## src/rtl/seg_ticker_pkg.sv

```systemverilog
// Shared types and constants for the seven-segment message ticker.
package seg_ticker_pkg;

    typedef enum logic [1:0] {
        ST_IDLE  = 2'd0,
        ST_RUN   = 2'd1,
        ST_DRAIN = 2'd2,
        ST_DONE  = 2'd3
    } state_t;

    // Segment patterns are active-low: all ones lights nothing.
    localparam logic [6:0] SEG_BLANK = 7'h7F;

    localparam logic [6:0] GLYPH_H = 7'h09;
    localparam logic [6:0] GLYPH_E = 7'h06;
    localparam logic [6:0] GLYPH_L = 7'h47;
    localparam logic [6:0] GLYPH_O = 7'h40;

endpackage

```

## src/rtl/seg_ticker_if.sv

```systemverilog
// Control, message-write and display signals between the key logic and the ticker.
interface seg_ticker_if #(
    parameter int NUM_DIGITS = 4,
    parameter int MSG_DEPTH  = 16,
    parameter int SEG_W      = 7
);
    logic                           clear;
    logic                           start;
    logic [$clog2(MSG_DEPTH):0]     msg_len;
    logic                           loop;
    logic                           dir;
    logic                           step;
    logic                           pause;
    logic                           wr_en;
    logic [$clog2(MSG_DEPTH)-1:0]   wr_addr;
    logic [SEG_W-1:0]               wr_data;
    logic [NUM_DIGITS*SEG_W-1:0]    digits;
    logic                           busy;
    logic                           lock;
    logic                           done;

    modport master (
        output clear, start, msg_len, loop, dir, step, pause, wr_en, wr_addr, wr_data,
        input  digits, busy, lock, done
    );

    modport slave (
        input  clear, start, msg_len, loop, dir, step, pause, wr_en, wr_addr, wr_data,
        output digits, busy, lock, done
    );

endinterface

```

## src/rtl/seg_ticker_msg_mem.sv

```systemverilog
// Message buffer: one synchronous write port, one combinational read port.
// A read of the address being written in the same cycle returns the old entry.
module seg_ticker_msg_mem #(
    parameter int MSG_DEPTH = 16,
    parameter int SEG_W     = 7
) (
    input  logic                         clk,
    input  logic                         wr_en,
    input  logic [$clog2(MSG_DEPTH)-1:0] wr_addr,
    input  logic [SEG_W-1:0]             wr_data,
    input  logic [$clog2(MSG_DEPTH)-1:0] rd_addr,
    output logic [SEG_W-1:0]             rd_data
);

    logic [SEG_W-1:0] mem_q [MSG_DEPTH];
    logic [SEG_W-1:0] mem_d [MSG_DEPTH];

    // Next buffer contents: only the addressed entry changes on a write.
    always_comb begin
        mem_d = mem_q;
        if (wr_en) begin
            mem_d[wr_addr] = wr_data;
        end
    end

    // Buffer storage; contents are deliberately left without reset.
    always_ff @(posedge clk) begin
        mem_q <= mem_d;
    end

    assign rd_data = mem_q[rd_addr];

endmodule

```

## src/rtl/seg_ticker.sv

```systemverilog
// Seven-segment message ticker: scrolls a stored message across the HEX digits.
//
//   state    | meaning
//   ---------+-------------------------------------------------------------
//   ST_IDLE  | display blank, waiting for a valid start
//   ST_RUN   | each step shifts in mem[ptr], or blank in the gap/past the end
//   ST_DRAIN | one-shot tail: NUM_DIGITS blank steps push the message out
//   ST_DONE  | display blank and held, done asserted until start or clear
module seg_ticker #(
    parameter int NUM_DIGITS = 4,
    parameter int MSG_DEPTH  = 16,
    parameter int GAP        = 1,
    parameter int SEG_W      = 7
) (
    input  logic        clk,
    input  logic        reset,
    seg_ticker_if.slave bus
);
    import seg_ticker_pkg::*;

    localparam int PTR_W = $clog2(MSG_DEPTH);
    localparam int LEN_W = PTR_W + 1;
    localparam int DW    = NUM_DIGITS * SEG_W;
    // The counter walks message + gap positions in RUN and counts down the drain.
    localparam int CNT_W = $clog2(MSG_DEPTH + GAP + NUM_DIGITS + 1);

    localparam logic [SEG_W-1:0] BLANK     = SEG_W'(SEG_BLANK);
    localparam logic [DW-1:0]    ALL_BLANK = {NUM_DIGITS{BLANK}};

    state_t            state_q, state_d;
    logic [CNT_W-1:0]  cnt_q, cnt_d;
    logic [LEN_W-1:0]  len_q, len_d;
    logic              loop_q, loop_d;
    logic              dir_q, dir_d;
    logic              lock_q, lock_d;
    logic [DW-1:0]     digits_q, digits_d;

    logic [SEG_W-1:0]  rd_data;
    logic [SEG_W-1:0]  ins;
    logic [DW-1:0]     shifted;
    logic [CNT_W-1:0]  len_ext;
    logic              len_ok;
    logic              step_ok;

    seg_ticker_msg_mem #(
        .MSG_DEPTH (MSG_DEPTH),
        .SEG_W     (SEG_W)
    ) u_msg_mem (
        .clk     (clk),
        .wr_en   (bus.wr_en),
        .wr_addr (bus.wr_addr),
        .wr_data (bus.wr_data),
        .rd_addr (cnt_q[PTR_W-1:0]),
        .rd_data (rd_data)
    );

    assign len_ext = CNT_W'(len_q);
    assign len_ok  = (bus.msg_len != '0) && (bus.msg_len <= LEN_W'(MSG_DEPTH));
    assign step_ok = bus.step && !bus.pause;

    // Character entering the display and the display after one shift.
    always_comb begin
        ins = BLANK;
        if ((state_q == ST_RUN) && (cnt_q < len_ext)) begin
            ins = rd_data;
        end
        if (dir_q) begin
            shifted = {ins, digits_q[DW-1:SEG_W]};
        end else begin
            shifted = {digits_q[DW-SEG_W-1:0], ins};
        end
    end

    // Next-state logic: clear wins over everything, start only from IDLE/DONE.
    always_comb begin
        state_d  = state_q;
        cnt_d    = cnt_q;
        len_d    = len_q;
        loop_d   = loop_q;
        dir_d    = dir_q;
        lock_d   = lock_q;
        digits_d = digits_q;

        if (bus.clear) begin
            state_d  = ST_IDLE;
            cnt_d    = '0;
            lock_d   = 1'b0;
            digits_d = ALL_BLANK;
        end else begin
            unique case (state_q)
                ST_IDLE, ST_DONE: begin
                    if (bus.start && len_ok) begin
                        state_d = ST_RUN;
                        cnt_d   = '0;
                        lock_d  = 1'b0;
                        len_d   = bus.msg_len;
                        loop_d  = bus.loop;
                        dir_d   = bus.dir;
                    end
                end
                ST_RUN: begin
                    if (step_ok) begin
                        digits_d = shifted;
                        if (loop_q) begin
                            if (cnt_q == len_ext + CNT_W'(GAP) - CNT_W'(1)) begin
                                cnt_d  = '0;
                                lock_d = 1'b1;
                            end else begin
                                cnt_d = cnt_q + CNT_W'(1);
                            end
                        end else if (cnt_q == len_ext - CNT_W'(1)) begin
                            state_d = ST_DRAIN;
                            cnt_d   = CNT_W'(NUM_DIGITS - 1);
                        end else begin
                            cnt_d = cnt_q + CNT_W'(1);
                        end
                    end
                end
                ST_DRAIN: begin
                    if (step_ok) begin
                        digits_d = shifted;
                        if (cnt_q == '0) begin
                            state_d = ST_DONE;
                        end else begin
                            cnt_d = cnt_q - CNT_W'(1);
                        end
                    end
                end
                default: begin
                    state_d = ST_IDLE;
                end
            endcase
        end
    end

    // State, counter, latched settings and display register.
    always_ff @(posedge clk or negedge reset) begin
        if (!reset) begin
            state_q  <= ST_IDLE;
            cnt_q    <= '0;
            len_q    <= '0;
            loop_q   <= 1'b0;
            dir_q    <= 1'b0;
            lock_q   <= 1'b0;
            digits_q <= ALL_BLANK;
        end else begin
            state_q  <= state_d;
            cnt_q    <= cnt_d;
            len_q    <= len_d;
            loop_q   <= loop_d;
            dir_q    <= dir_d;
            lock_q   <= lock_d;
            digits_q <= digits_d;
        end
    end

    assign bus.digits = digits_q;
    assign bus.busy   = (state_q == ST_RUN) || (state_q == ST_DRAIN);
    assign bus.lock   = lock_q;
    assign bus.done   = (state_q == ST_DONE);

endmodule

```

## src/flat_wrapper.sv

```systemverilog
// flat-port wrapper written by rule: the top's interface ports become plain ports
module seg_ticker_flat import seg_ticker_pkg::*;
#(
    parameter int NUM_DIGITS = 4,
    parameter int MSG_DEPTH  = 16,
    parameter int GAP        = 1,
    parameter int SEG_W      = 7
)
  (clk, reset, bus_clear, bus_start, bus_msg_len, bus_loop, bus_dir, bus_step, bus_pause, bus_wr_en, bus_wr_addr, bus_wr_data, bus_digits, bus_busy, bus_lock, bus_done);
  seg_ticker_if #(.NUM_DIGITS(NUM_DIGITS), .MSG_DEPTH(MSG_DEPTH), .SEG_W(SEG_W)) bus_i ();
  input  logic clk;
  input  logic reset;
  input wire logic [$bits(bus_i.clear)-1:0] bus_clear;
  input wire logic [$bits(bus_i.start)-1:0] bus_start;
  input wire logic [$bits(bus_i.msg_len)-1:0] bus_msg_len;
  input wire logic [$bits(bus_i.loop)-1:0] bus_loop;
  input wire logic [$bits(bus_i.dir)-1:0] bus_dir;
  input wire logic [$bits(bus_i.step)-1:0] bus_step;
  input wire logic [$bits(bus_i.pause)-1:0] bus_pause;
  input wire logic [$bits(bus_i.wr_en)-1:0] bus_wr_en;
  input wire logic [$bits(bus_i.wr_addr)-1:0] bus_wr_addr;
  input wire logic [$bits(bus_i.wr_data)-1:0] bus_wr_data;
  output wire logic [$bits(bus_i.digits)-1:0] bus_digits;
  output wire logic [$bits(bus_i.busy)-1:0] bus_busy;
  output wire logic [$bits(bus_i.lock)-1:0] bus_lock;
  output wire logic [$bits(bus_i.done)-1:0] bus_done;
  assign bus_i.clear = bus_clear;
  assign bus_i.start = bus_start;
  assign bus_i.msg_len = bus_msg_len;
  assign bus_i.loop = bus_loop;
  assign bus_i.dir = bus_dir;
  assign bus_i.step = bus_step;
  assign bus_i.pause = bus_pause;
  assign bus_i.wr_en = bus_wr_en;
  assign bus_i.wr_addr = bus_wr_addr;
  assign bus_i.wr_data = bus_wr_data;
  assign bus_digits = bus_i.digits;
  assign bus_busy = bus_i.busy;
  assign bus_lock = bus_i.lock;
  assign bus_done = bus_i.done;
  seg_ticker #(.NUM_DIGITS(NUM_DIGITS), .MSG_DEPTH(MSG_DEPTH), .GAP(GAP), .SEG_W(SEG_W)) u_core (.clk(clk), .reset(reset), .bus(bus_i));
endmodule
```

## config.mk

```make
export PLATFORM = sky130hd
export DESIGN_NAME = seg_ticker_flat
export DESIGN_NICKNAME = d
export VERILOG_FILES = /design/src/rtl/seg_ticker_pkg.sv /design/src/rtl/seg_ticker_if.sv /design/src/rtl/seg_ticker_msg_mem.sv /design/src/rtl/seg_ticker.sv /design/src/flat_wrapper.sv
export SDC_FILE = /design/constraint.sdc
export NUM_CORES = 1
export LEC_CHECK = 0
export ABC_AREA = 1
export BUFFER_PORTS_ARGS = -buffer_cell sky130_fd_sc_hd__clkbuf_2
export CAP_MARGIN = 20
export CORE_MARGIN = 2
export CORE_UTILIZATION = 64
export CTS_BUF_LIST = sky130_fd_sc_hd__clkbuf_8
export DETAILED_ROUTE_END_ITERATION = 7
export PLACE_DENSITY = 0.84
export SLEW_MARGIN = 20
export SYNTH_ARGS = -nofsm -noshare
export SYNTH_HDL_FRONTEND = slang
export SYNTH_SLANG_ARGS = --single-unit
```

## constraint.sdc

```tcl
create_clock -name clk -period 6.3 [get_ports clk]
set_clock_uncertainty 0.2 [all_clocks]
set_input_delay 0.315 -clock clk [delete_from_list [all_inputs] [get_ports clk]]
set_output_delay 0.315 -clock clk [all_outputs]
set_load 0.01 [all_outputs]
```

After elaboration in Yosys (flattened, before gate mapping)
Index checks and enable logic that the tools add are counted.
Widths: inputs -> output; s select.
{"block": "word_totals", "out_inout_bits": 31, "word_cells": 104, "reg_bits": 155, "in_bits": 25}
{"block": "classes", "magnitude_cmp": 5, "addsub": 5, "n_reduce_logical": 20, "bitwise_logic": 3, "n_mux": 34, "n_eq_ne": 14}
{"operator": "$bwmux 112", "count": 1}
{"operator": "$mux 28", "count": 4}
{"operator": "$mux 5", "count": 8}
{"operator": "$bmux 7 s4", "count": 1}
{"operator": "$demux 7 s4", "count": 1}
{"operator": "$mux 7", "count": 4}
{"operator": "$ne 3x2->1 const B", "count": 7}
{"operator": "$pmux 5 s3", "count": 1}
{"operator": "$sub 5x1->5 const B", "count": 3}
{"operator": "$mux 2", "count": 7}
{"operator": "$add 5x1->5 const B", "count": 2}
{"operator": "$eq 5x5->1", "count": 2}
{"operator": "$ge 5x5->1 const B", "count": 2}
{"operator": "$not 4->5", "count": 2}
{"operator": "$ne 3x3->1 const B", "count": 2}
{"operator": "$pmux 2 s3", "count": 1}
{"operator": "$reduce_and 6->1", "count": 1}
{"operator": "$le 5x5->1 const B", "count": 1}
{"operator": "$logic_and 1x1->1", "count": 5}
{"operator": "$logic_not 5->1", "count": 1}
{"operator": "$lt 5x1->1 const B", "count": 1}
{"operator": "$lt 5x5->1", "count": 1}
{"operator": "$mux 1", "count": 5}
{"operator": "$reduce_and 5->1", "count": 1}
{"operator": "14 further kinds", "count": 17}

Longest topological paths before layout
Gate-level depths: netlist (run 1).
{"block": "depth", "ltp_word": 9, "ltp_mapped": 14, "depth_no_buf": 13}

Cells and area by module
From an unflattened synthesis (run 1), not the netlist that was laid out.
{"block": "hier_totals", "cells_unflattened": 831, "hier_area_um2": 7596.0}
{"module": "seg_ticker_msg_mem", "cells_each": 479, "instances": 1, "seq_area_each_um2": 3363.2, "area_per_inst_um2": 4913.5}
{"module": "seg_ticker", "cells_each": 352, "instances": 1, "seq_area_each_um2": 1111.1, "area_per_inst_um2": 2682.6}

Worst setup path before layout (run 1)
No wires, ideal clock.
{"block": "synth_timing", "kind": "register to register", "startpoint": "reg u_core.cnt_q[0]", "endpoint": "reg u_core.state_q[0]", "t_arrival_ps": 1664, "path_slack_ps": 4319, "required_ps": 5983, "n_path_buf": 2, "path_stages_with_launch": 15, "setup_ps": 117, "synth_period_minus_slack_ps": 1981, "cell_sequence": "dfrtp_1 -> buf_6 -> inv_8 -> buf_6 -> ha_1 -> nor2_1 -> nand2_1 -> nor2_1 -> nand2_1 -> nor2_1 -> nand2_2 -> nand2_2 -> nand3_2 -> nand2_1 -> nand2_1"}
{"block": "synth_via", "elab_chain_cells": 3, "word_cells_on_any_way": 5, "classes_between": "eq/ne (3); reduce/logical (2)"}
{"item": "start, declared", "line": "seg_ticker.sv:31", "text": "logic [CNT_W-1:0] cnt_q, cnt_d;"}
{"item": "start signal, assigned", "line": "seg_ticker.sv:148", "text": "cnt_q <= cnt_d;"}
{"item": "$eq 5x5->1 / $logic_not 5->1 (equally long branches)", "line": "seg_ticker.sv:111, seg_ticker.sv:122"}
{"item": "$ne 3x2->1 (no source line)"}
{"item": "$reduce_and 6->1 (no source line) (*)"}
{"item": "end signal, assigned", "line": "seg_ticker.sv:147", "text": "state_q <= state_d;"}
{"item": "end, declared", "line": "seg_ticker.sv:30", "text": "state_t state_q, state_d;"}
Mark *: on every way between the ends. The rest lies on a longest branch, timed or not.
A chain may end at the register's enable or synchronous reset.

Worst setup path after layout (run 1)
{"block": "layout_timing", "startpoint": "reg u_core.cnt_q[0]", "endpoint": "reg u_core.state_q[1]"}
The elaborated chain is that of the path after synthesis.

==> impl_metrics.json, run 1 <==
{
  "routed_wirelength_um": 16200,
  "status": "finished clean",
  "ys_seq_area_share_pct": 59.9,
  "dr.pass1.iters": 5,
  "synth_xor_area_share_pct": 0.469,
  "worst_pin_slew_ps": 960,
  "rsz0062_at_grt": "no",
  "cts_resized": 0,
  "hold_viol": 0,
  "grt.overflow.total": 0,
  "core_um2": 11400,
  "synth_top_family_by_area": "simple AND/OR/NAND/NOR gates",
  "cp-end-kind": "register",
  "ys_warn_count": 0,
  "cts_root_buf": "clkbuf_8",
  "startpoint_type": "register",
  "ys_types": 33,
  "synth_fa_ha_area_share_pct": 2.01,
  "cellLeakagePower_uw": 0.00353,
  "die_w_um": 112,
  "synthesis.nets": 834,
  "yosys.area.top_type": "edfxtp_1",
  "finalSetupTns_ps": 0,
  "finalSetupViolCount": 0,
  "hpwl_um": 10400,
  "cts_tree": "yes",
  "irDropWorstVdd_mv": 0.256,
  "gp_congestion": 0.827,
  "seqCellArea_um2": 4480,
  "die_height_um": 112,
  "drive_gt1_share_pct": 16.3,
  "clk_latency_ps": 470,
  "drv_cap": 0,
  "crit_required_ps": 6450,
  "netlist_top_cells_area": "edfxtp_1 45%, nand2_1 13%, dfstp_2 9.8%",
  "syn_avg_cell_area_um2": 9.37,
  "n_antenna_cell": 0,
  "clk_path_buf_depth": 2,
  "period_minus_slack_ps": 2760,
  "post-route-util_pct": 71.0,
  "fill_cells": 838,
  "synth_compound_area_share_pct": 5.48,
  "maxSlewHeadroom_pct": 36.0,
  "crit_type": "reg -> reg",
  "antenna_found_initial": 0,
  "die_area_um2": 12600,
  "cts_sinks": 155,
  "worstPathMaxFanout": 64,
  "ys_seq_elements": 155,
  "post_drt_wl_per_cell_um": 16.1,
  "vias": 5614,
  "fmax_mhz": 362,
  "multi_input_area_um2": 2420,
  "grt_max_degree": 65,
  "drcViolationCount": 0,
  "fin_nets": 884,
  "clkTransAtPathRegs_ps": 80,
  "cts-htree-levels": 4,
  "grt_pass1_vias": 5327,
  "vias_per_cell": 5.60,
  "min_period_over_period_pct": 43.9,
  "syn_to_final_growth_pct": 8.49,
  "initial_core_util_pct": 65.4,
  "cts_buffers": 17,
  "synth_top_area_share_pct": 45.0,
  "final_cell_count_no_fill": 1003,
  "syn_area_um2": 7470,
  "hp-class": "in -> reg",
  "io_pins": 56,
  "rows": 39,
  "grt_pass1_wl_um": 26700,
  "finalHoldWorstSlack_ps": 107,
  "critical_path_arrival_ps": 2920,
  "yosys.area_share.simple_pct": 24.4,
  "synth.mux.area_fraction_pct": 0,
  "ff2ff_setup_slack_ps": 3540,
  "syn_inst": 797,
  "place.port_buffers": 55,
  "detail-route-antenna-nets": 0,
  "place_inst": 963,
  "drv_slew": 0,
  "cellPowerDensity_nw_per_um2": 338,
  "drt_iter0_markers": 657,
  "grt_usage_pct": 27.2
}
## per-stage QoR
| stage | power, µW | cell area, µm² | setup WS [ps] |
|---|---|---|---|
| CTS | 2740 | 8100 | 3240 |
| finish | 2740 | 8100 | 3540 |
| floorplan | 1910 | 7470 | 4320 |
| detailed placement | 2080 | 7690 | 3290 |
| global route | 2910 | 8100 | 3280 |
| global placement | 2050 | 7690 | 3370 |
## cells by family after synthesis
group | Yosys count
buffers and inverters | 120
flip-flops | 155
XOR/XNOR | 4
AND/OR/NAND/NOR | 432
AO/OA/AOI/OAI | 74
adder cells (fa/ha/maj) | 12
## cell type report
type | instances | area share [%]
Clock inverter | 15 | 1.24
Timing Repair Buffer | 64 | 4.48
Multi-Input combinational cell | 522 | 29.8
Tap cell | 143 | 2.21
Sequential cell | 155 | 55.3
Clock buffer | 17 | 2.89
Inverter | 87 | 4.12
## synthesized netlist by cell type
cell type	number
nand2_1	258
edfxtp_1	112
nand3_1	81
inv_1	78
nor2_1	71
a21oi_1	39
dfstp_2	28
o21ai_0	20
dfrtp_1	15
ha_1	12
buf_6	11
buf_2	10
buf_4	7
inv_2	7
a32oi_1	6
clkbuf_1	5
nor2_2	4
or2_2	4
xor2_1	4
nand4_1	3
nor2_4	3
o21ai_1	3
a22oi_1	2
nand2_2	2
nand3_2	2
nor3_1	2
o211ai_1	2
a21oi_2	1
clkinv_1	1
inv_8	1
nand3b_4	1
nor3_4	1
o21bai_1	1
## critical path, stage by stage, from the launching register on
cell and delay (ps):
dfrtp_4 870, inv_8 250, ha_1 380, nor2_1 110, nand2_1 50, nor2_1 100
nand2_1 70, nor2_1 140, nand2_2 110, nand2_2 100, nand3_2 80, nand2_1 80
nand2_1 60
## report_power, final
group / internal [µW] / switching [µW]
registers: 1170 / 113
clock network: 271 / 387
logic: 257 / 542
total: 1700 / 1040
## final timing paths
path / startpoint / cells after the start / endpoint
max: u_core.cnt_q[0] / 12 / u_core.state_q[1]
min: bus_start / 5 / u_core.len_ext[1]
max reg2reg: u_core.cnt_q[0] / 12 / u_core.state_q[1]
min reg2reg: u_core.bus.lock / 2 / u_core.bus.lock
max in group asynchronous: reset / 2 / u_core.cnt_q[0]
min in group asynchronous: reset / 2 / u_core.len_ext[1]
## registers in the layout, summed over array words and instances (netlist names)
register and flops:
u_core.loop_q 1, u_core.state_q 2, u_core.u_msg_mem.mem_q 112, u_core.dir_q 1, u_core.len_ext 5, u_core.bus.digits 28, u_core.cnt_q 5, u_core.bus.lock 1
## metal layers
metal | vias up | part of all wire, % | global-route usage (%)
li1 | 2707 | - | -
met1 | 2645 | 42 | 37.3
met2 | 229 | 48 | 43.1
met3 | 33 | 8.0 | 7.40
met4 | 0 | 1.9 | 8.62
met5 | - | 0 | 0
## cells in the final DEF, fill, tap and decap left out, drive strengths merged, types with 15 or more instances in the layout
| master | Yosys | final |
|---|---|---|
| nand2 | 260 | 260 |
| nand3 | 83 | 83 |
| nor2 | 78 | 78 |
| a21oi | 40 | 40 |
| edfxtp | 112 | 112 |
| clkbuf | 5 | 71 |
| inv | 86 | 90 |
| o21ai | 23 | 23 |
| dfrtp | 15 | 15 |
| dfstp | 28 | 28 |
## repair_timing
action | 4_1_cts | 5_1_grt
hold buffers | 8 | 0
endpoints found under the hold margin | 22 | 0
setup buffers | 0 | 0
(Power assumes the default switching activity.)
==> run 2: changes to the inputs <==
CORE_UTILIZATION = 56   (was 64)
PLACE_DENSITY = 0.78   (was 0.84)
clock period = 2.3 ns   (was 6.3 ns; I/O delays follow)
==> impl_metrics.json, run 2 (same netlist as run 1, synthesis figures left out) <==
{
  "regMostFlops": "u_core.u_msg_mem.mem_q",
  "irDropWorstVdd_mv": 0.565,
  "drv_cap": 0,
  "hp-class": "in -> reg",
  "r2r_end": "u_core.bus.digits[2]",
  "r2r_start": "u_core.cnt_q[2]",
  "cp-end-kind": "register",
  "hpwl_um": 10300,
  "ff2ff_setup_slack_ps": 260,
  "place.port_buffers": 55,
  "vias_per_cell": 5.26,
  "clk_path_buf_depth": 2,
  "largest_reg_flops": 112,
  "syn_to_final_growth_pct": 14.0,
  "dr.pass1.iters": 5,
  "crit_end": "u_core.bus.digits[2]",
  "core_um2": 13100,
  "maxSlewHeadroom_pct": 53.9,
  "r2r_cells": 9,
  "crit_type": "reg -> reg",
  "fmax_mhz": 491,
  "place_inst": 1013,
  "worst_pin_slew_ps": 689,
  "clk_latency_ps": 470,
  "post-cts-setup-buffers": 0,
  "hold_viol": 0,
  "p_total_uw": 8050,
  "die_area_um2": 14300,
  "cts_tree": "yes",
  "clkTransAtPathRegs_ps": 90,
  "drive_gt1_share_pct": 17.7,
  "drv_slew": 0,
  "startpoint_type": "register",
  "rsz0062_at_grt": "no",
  "final_cell_count_no_fill": 1064,
  "grt_max_degree": 64,
  "cts_root_buf": "clkbuf_8",
  "grt.overflow.total": 0,
  "grt_usage_pct": 24.0,
  "fin_nets": 912,
  "post_drt_wl_per_cell_um": 15.0,
  "finalHoldWorstSlack_ps": 16.9,
  "worstPathMaxFanout": 15,
  "status": "finished clean",
  "stdcell_area_um2": 8510,
  "period_minus_slack_ps": 2040,
  "antenna_found_initial": 0,
  "min_period_over_period_pct": 88.5,
  "routed_wirelength_um": 16000,
  "drcViolationCount": 0,
  "die_height_um": 119,
  "finalSetupTns_ps": 0,
  "final_cell_mix": "258 x nand2_1, 112 x edfxtp_1, 81 x nand3_1, 79 x inv_1, 70 x nor2_1",
  "initial_core_util_pct": 56.9,
  "finalSetupViolCount": 0,
  "rows": 42,
  "die_w_um": 119,
  "cellLeakagePower_uw": 0.00373,
  "cts_sinks": 155,
  "detail-route-antenna-nets": 0,
  "grt_pass1_vias": 5321,
  "crit_required_ps": 2490,
  "critical_path_arrival_ps": 2230,
  "cts_buffers": 17,
  "cts-htree-levels": 4,
  "io_pins": 56,
  "place_area_um2": 7890,
  "gp_congestion": 0.853,
  "grt_pass1_wl_um": 26600,
  "n_antenna_cell": 0,
  "worstSetupStartpoint": "u_core.cnt_q[2]",
  "final_common_cell": "nand2_1",
  "vias": 5595,
  "drt_iter0_markers": 618,
  "cellPowerDensity_nw_per_um2": 945
}
run 2: how the worst min path moves through the flow:
stage,from,endpoint,slack (ps),cells after the start
floorplan,reset,u_core.bus.lock,-380,0
finish,bus_wr_addr[3],u_core.u_msg_mem.mem_q[17],20,3
global placement,reset,u_core.len_ext[1],-190,1
global route,bus_wr_addr[2],u_core.u_msg_mem.mem_q[76],50,3
CTS,bus_wr_addr[3],u_core.u_msg_mem.mem_q[17],2,3
detailed placement,reset,u_core.len_ext[3],-180,1
run 2: repair_timing:
item                       CTS  global route
setup endpoints to repair    0             2
resized for setup            0             1
hold endpoints to repair   137             0
hold buffers                19             0
run 2: cell type report:
type                    count  area [µm²]
flip-flops and latches    155        4480
clock inverters            15         194
repair buffers             92         638
fillers                  1070        4620
inverters                  87         334
clock buffers              17         234
multi-input cells         522        2420
well taps                 176         220
run 2: power by group:
part	internal (µW)	switching [µW]	total, µW
clock network	1180	1030	2210
registers	3210	122	3330
logic	816	1700	2510
run 2: through the flow:
stage	utilization [%]	worst slack [ps]
after floorplan	-	319
after global placement	60.1	293
after detailed placement	60.1	194
after CTS	64.8	185
after global routing	64.8	104
final	64.8	263
run 2: routing by layer:
| layer | track usage [%] | vias to the layer above | routed length [µm] |
|---|---|---|---|
| li1 | - | 2759 | - |
| met1 | 32.5 | 2630 | 7180 |
| met2 | 38.3 | 183 | 7520 |
| met3 | 5.66 | 23 | 947 |
| met4 | 8.75 | 0 | 343 |
| met5 | 0 | - | 0 |
run 2: worst max-delay path: stages (launching register included):
cell and delay (ps):
dfrtp_1 350, buf_4 240, inv_2 180, nor2_2 290, nand3_1 170, nand2_1 180
nor2_1 60, nand2_1 100, nand2_1 60, a21oi_1 130
==> run 3: changes to the inputs <==
RECOVER_POWER = 100   (was default)
==> impl_metrics.json, run 3 (same netlist as run 1, synthesis figures left out) <==
{
  "status": "finished with violations",
  "failed_checks": "capacitance limit, slew limit",
  "post_drt_wl_per_cell_um": 15.0,
  "syn_to_final_growth_pct": 12.9,
  "grt_pass1_vias": 5321,
  "grt_usage_pct": 24.0,
  "ff2ff_setup_slack_ps": 220,
  "fmax_mhz": 480,
  "clk_latency_ps": 470,
  "netSwitchingPower_uw": 2810,
  "antenna_found_initial": 0,
  "grt_max_degree": 64,
  "period_minus_slack_ps": 2080,
  "gp_congestion": 0.853,
  "internal_power_uw": 5150,
  "p_total_uw": 7960,
  "worst_pin_slew_ps": 1630,
  "hp-class": "in -> reg",
  "drv_slew": 33,
  "seq_power_share_pct": 41.6,
  "grt_pass1_wl_um": 26600,
  "core_um2": 13100,
  "cts-htree-levels": 4,
  "r2r_cells": 8,
  "critical_path.most_common_cell": "nand2_1",
  "grt.overflow.total": 0,
  "io_pins": 56,
  "detail-route-antenna-nets": 0,
  "critical_path_arrival_ps": 2240,
  "maxSlewHeadroom_pct": -8.83,
  "cts_buffers": 17,
  "fin_nets": 912,
  "p_sw_share_pct": 35.3,
  "crit_required_ps": 2450,
  "final_common_cell": "nand2_1",
  "hold_viol": 0,
  "p_clk_share_pct": 27.7,
  "place.port_buffers": 55,
  "finalSetupViolCount": 0,
  "clkTransAtPathRegs_ps": 90,
  "r2r_end": "u_core.state_q[0]",
  "worstSetupStartpoint": "u_core.cnt_q[0]",
  "dp_slack_ps": 194,
  "dr.pass1.iters": 5,
  "routed_wirelength_um": 16000,
  "cp-end-kind": "register",
  "hpwl_um": 10300,
  "drcViolationCount": 0,
  "drive_gt1_share_pct": 11.8,
  "cellPowerDensity_nw_per_um2": 944,
  "startpoint_type": "register",
  "die_height_um": 119,
  "comb_power_share_pct": 30.7,
  "min_period_over_period_pct": 90.5,
  "worstPathMaxFanout": 56,
  "vias": 5592,
  "place_area_um2": 7890,
  "vias_per_cell": 5.26,
  "stdcell_area_um2": 8430,
  "clk_path_buf_depth": 2,
  "max_stage_delay_ps": 460,
  "fin_ws_ps": 218,
  "crit_type": "reg -> reg",
  "crit_end": "u_core.state_q[0]",
  "irDropWorstVdd_mv": 0.565,
  "cellLeakagePower_uw": 0.00361,
  "largest_reg_flops": 112,
  "die_area_um2": 14300,
  "drv_cap": 1,
  "rsz0062_at_grt": "no",
  "cp_slowest_cell": "dfrtp_2",
  "drt_iter0_markers": 516,
  "finalSetupTns_ps": 0,
  "r2r_start": "u_core.cnt_q[0]",
  "n_antenna_cell": 0,
  "rows": 42,
  "regMostFlops": "u_core.u_msg_mem.mem_q",
  "initial_core_util_pct": 56.9,
  "cts_sinks": 155,
  "worstPathCellList": "inv_8 > buf_6 > ha_1 > nand3_1 > o21bai_1 > nand3_2 > nand2_1 > nand2_1",
  "cts_tree": "yes",
  "cts_root_buf": "clkbuf_8",
  "die_w_um": 119,
  "final_cell_mix": "258 x nand2_1, 112 x edfxtp_1, 81 x inv_1, 81 x nand3_1, 72 x nor2_1"
}
==> run 3: cell count changes in the layout (fill, tap and decap cells not counted), moves of 8 or more <==
cell and delta:
dfstp_2 -28, buf_4 -8, dfstp_1 +28, clkbuf_2 -12, clkbuf_1 +20
==> run 3: worst min path at each step <==
| stage | end | cells past startpoint | slack, ps | from |
|---|---|---|---|---|
| 2_1_floorplan | u_core.bus.lock | 0 | -380 | reset |
| 3_3_place_gp | u_core.len_ext[1] | 1 | -190 | reset |
| 3_5_place_dp | u_core.len_ext[3] | 1 | -180 | reset |
| 4_1_cts | u_core.u_msg_mem.mem_q[17] | 3 | 2 | bus_wr_addr[3] |
| 5_1_grt | u_core.u_msg_mem.mem_q[17] | 3 | 60 | bus_wr_addr[3] |
| 6_report | u_core.u_msg_mem.mem_q[17] | 3 | 20 | bus_wr_addr[3] |
==> run 3: routing by layer <==
| metal | track usage (%) | routed length [µm] | up-vias | share of wire [%] |
|---|---|---|---|---|
| li1 | - | - | 2761 | - |
| met1 | 32.5 | 7100 | 2615 | 44 |
| met2 | 38.3 | 7550 | 193 | 47 |
| met3 | 5.66 | 1020 | 23 | 6.4 |
| met4 | 8.75 | 332 | 0 | 2.1 |
| met5 | 0 | 0 | - | 0 |
==> run 3: repair_timing <==
action                                 4_1_cts  5_1_grt
resized for setup                            0        1
setup endpoints to repair                    0        2
endpoints found under the hold margin      137        0
setup buffers                                0        0
hold buffers                                19        0
==> run 3: final cells by class <==
cell class              count  area, µm²
fillers                  1100       4710
flip-flops and latches    155       4480
clock buffers              17        234
inverters                  87        334
clock inverters            15        194
well taps                 176        220
multi-input cells         522       2390
repair buffers             92        584
==> run 3: power by group through the flow <==
stage	clock network (µW)	logic, µW	registers (µW)
final	2200	2440	3310
after global routing	2370	2770	3340
after CTS	2240	2500	3330
after detailed placement	0	2460	3380
after global placement	0	2400	3380
after floorplan	0	1860	3380
==> run 3: through the flow <==
step	hold WS (ps)	util, %	std cells
6_report	17.1	64.2	1064
2_1_floorplan	-381	-	797
3_3_place_gp	-186	60.1	1013
3_5_place_dp	-183	60.1	1013
5_1_grt	61.9	64.2	1064
4_1_cts	1.55	64.8	1064
==> run 3: critical path: cells and delay by family, from the launching register on <==
| family | cells | cell delay [ps] |
|---|---|---|
| DFF | 1 | 460 |
| and+or+nand+nor | 4 | 360 |
| buffers and inverters | 2 | 430 |
| AOI/OAI and AO/OA | 1 | 290 |
| adders and majority gates | 1 | 240 |
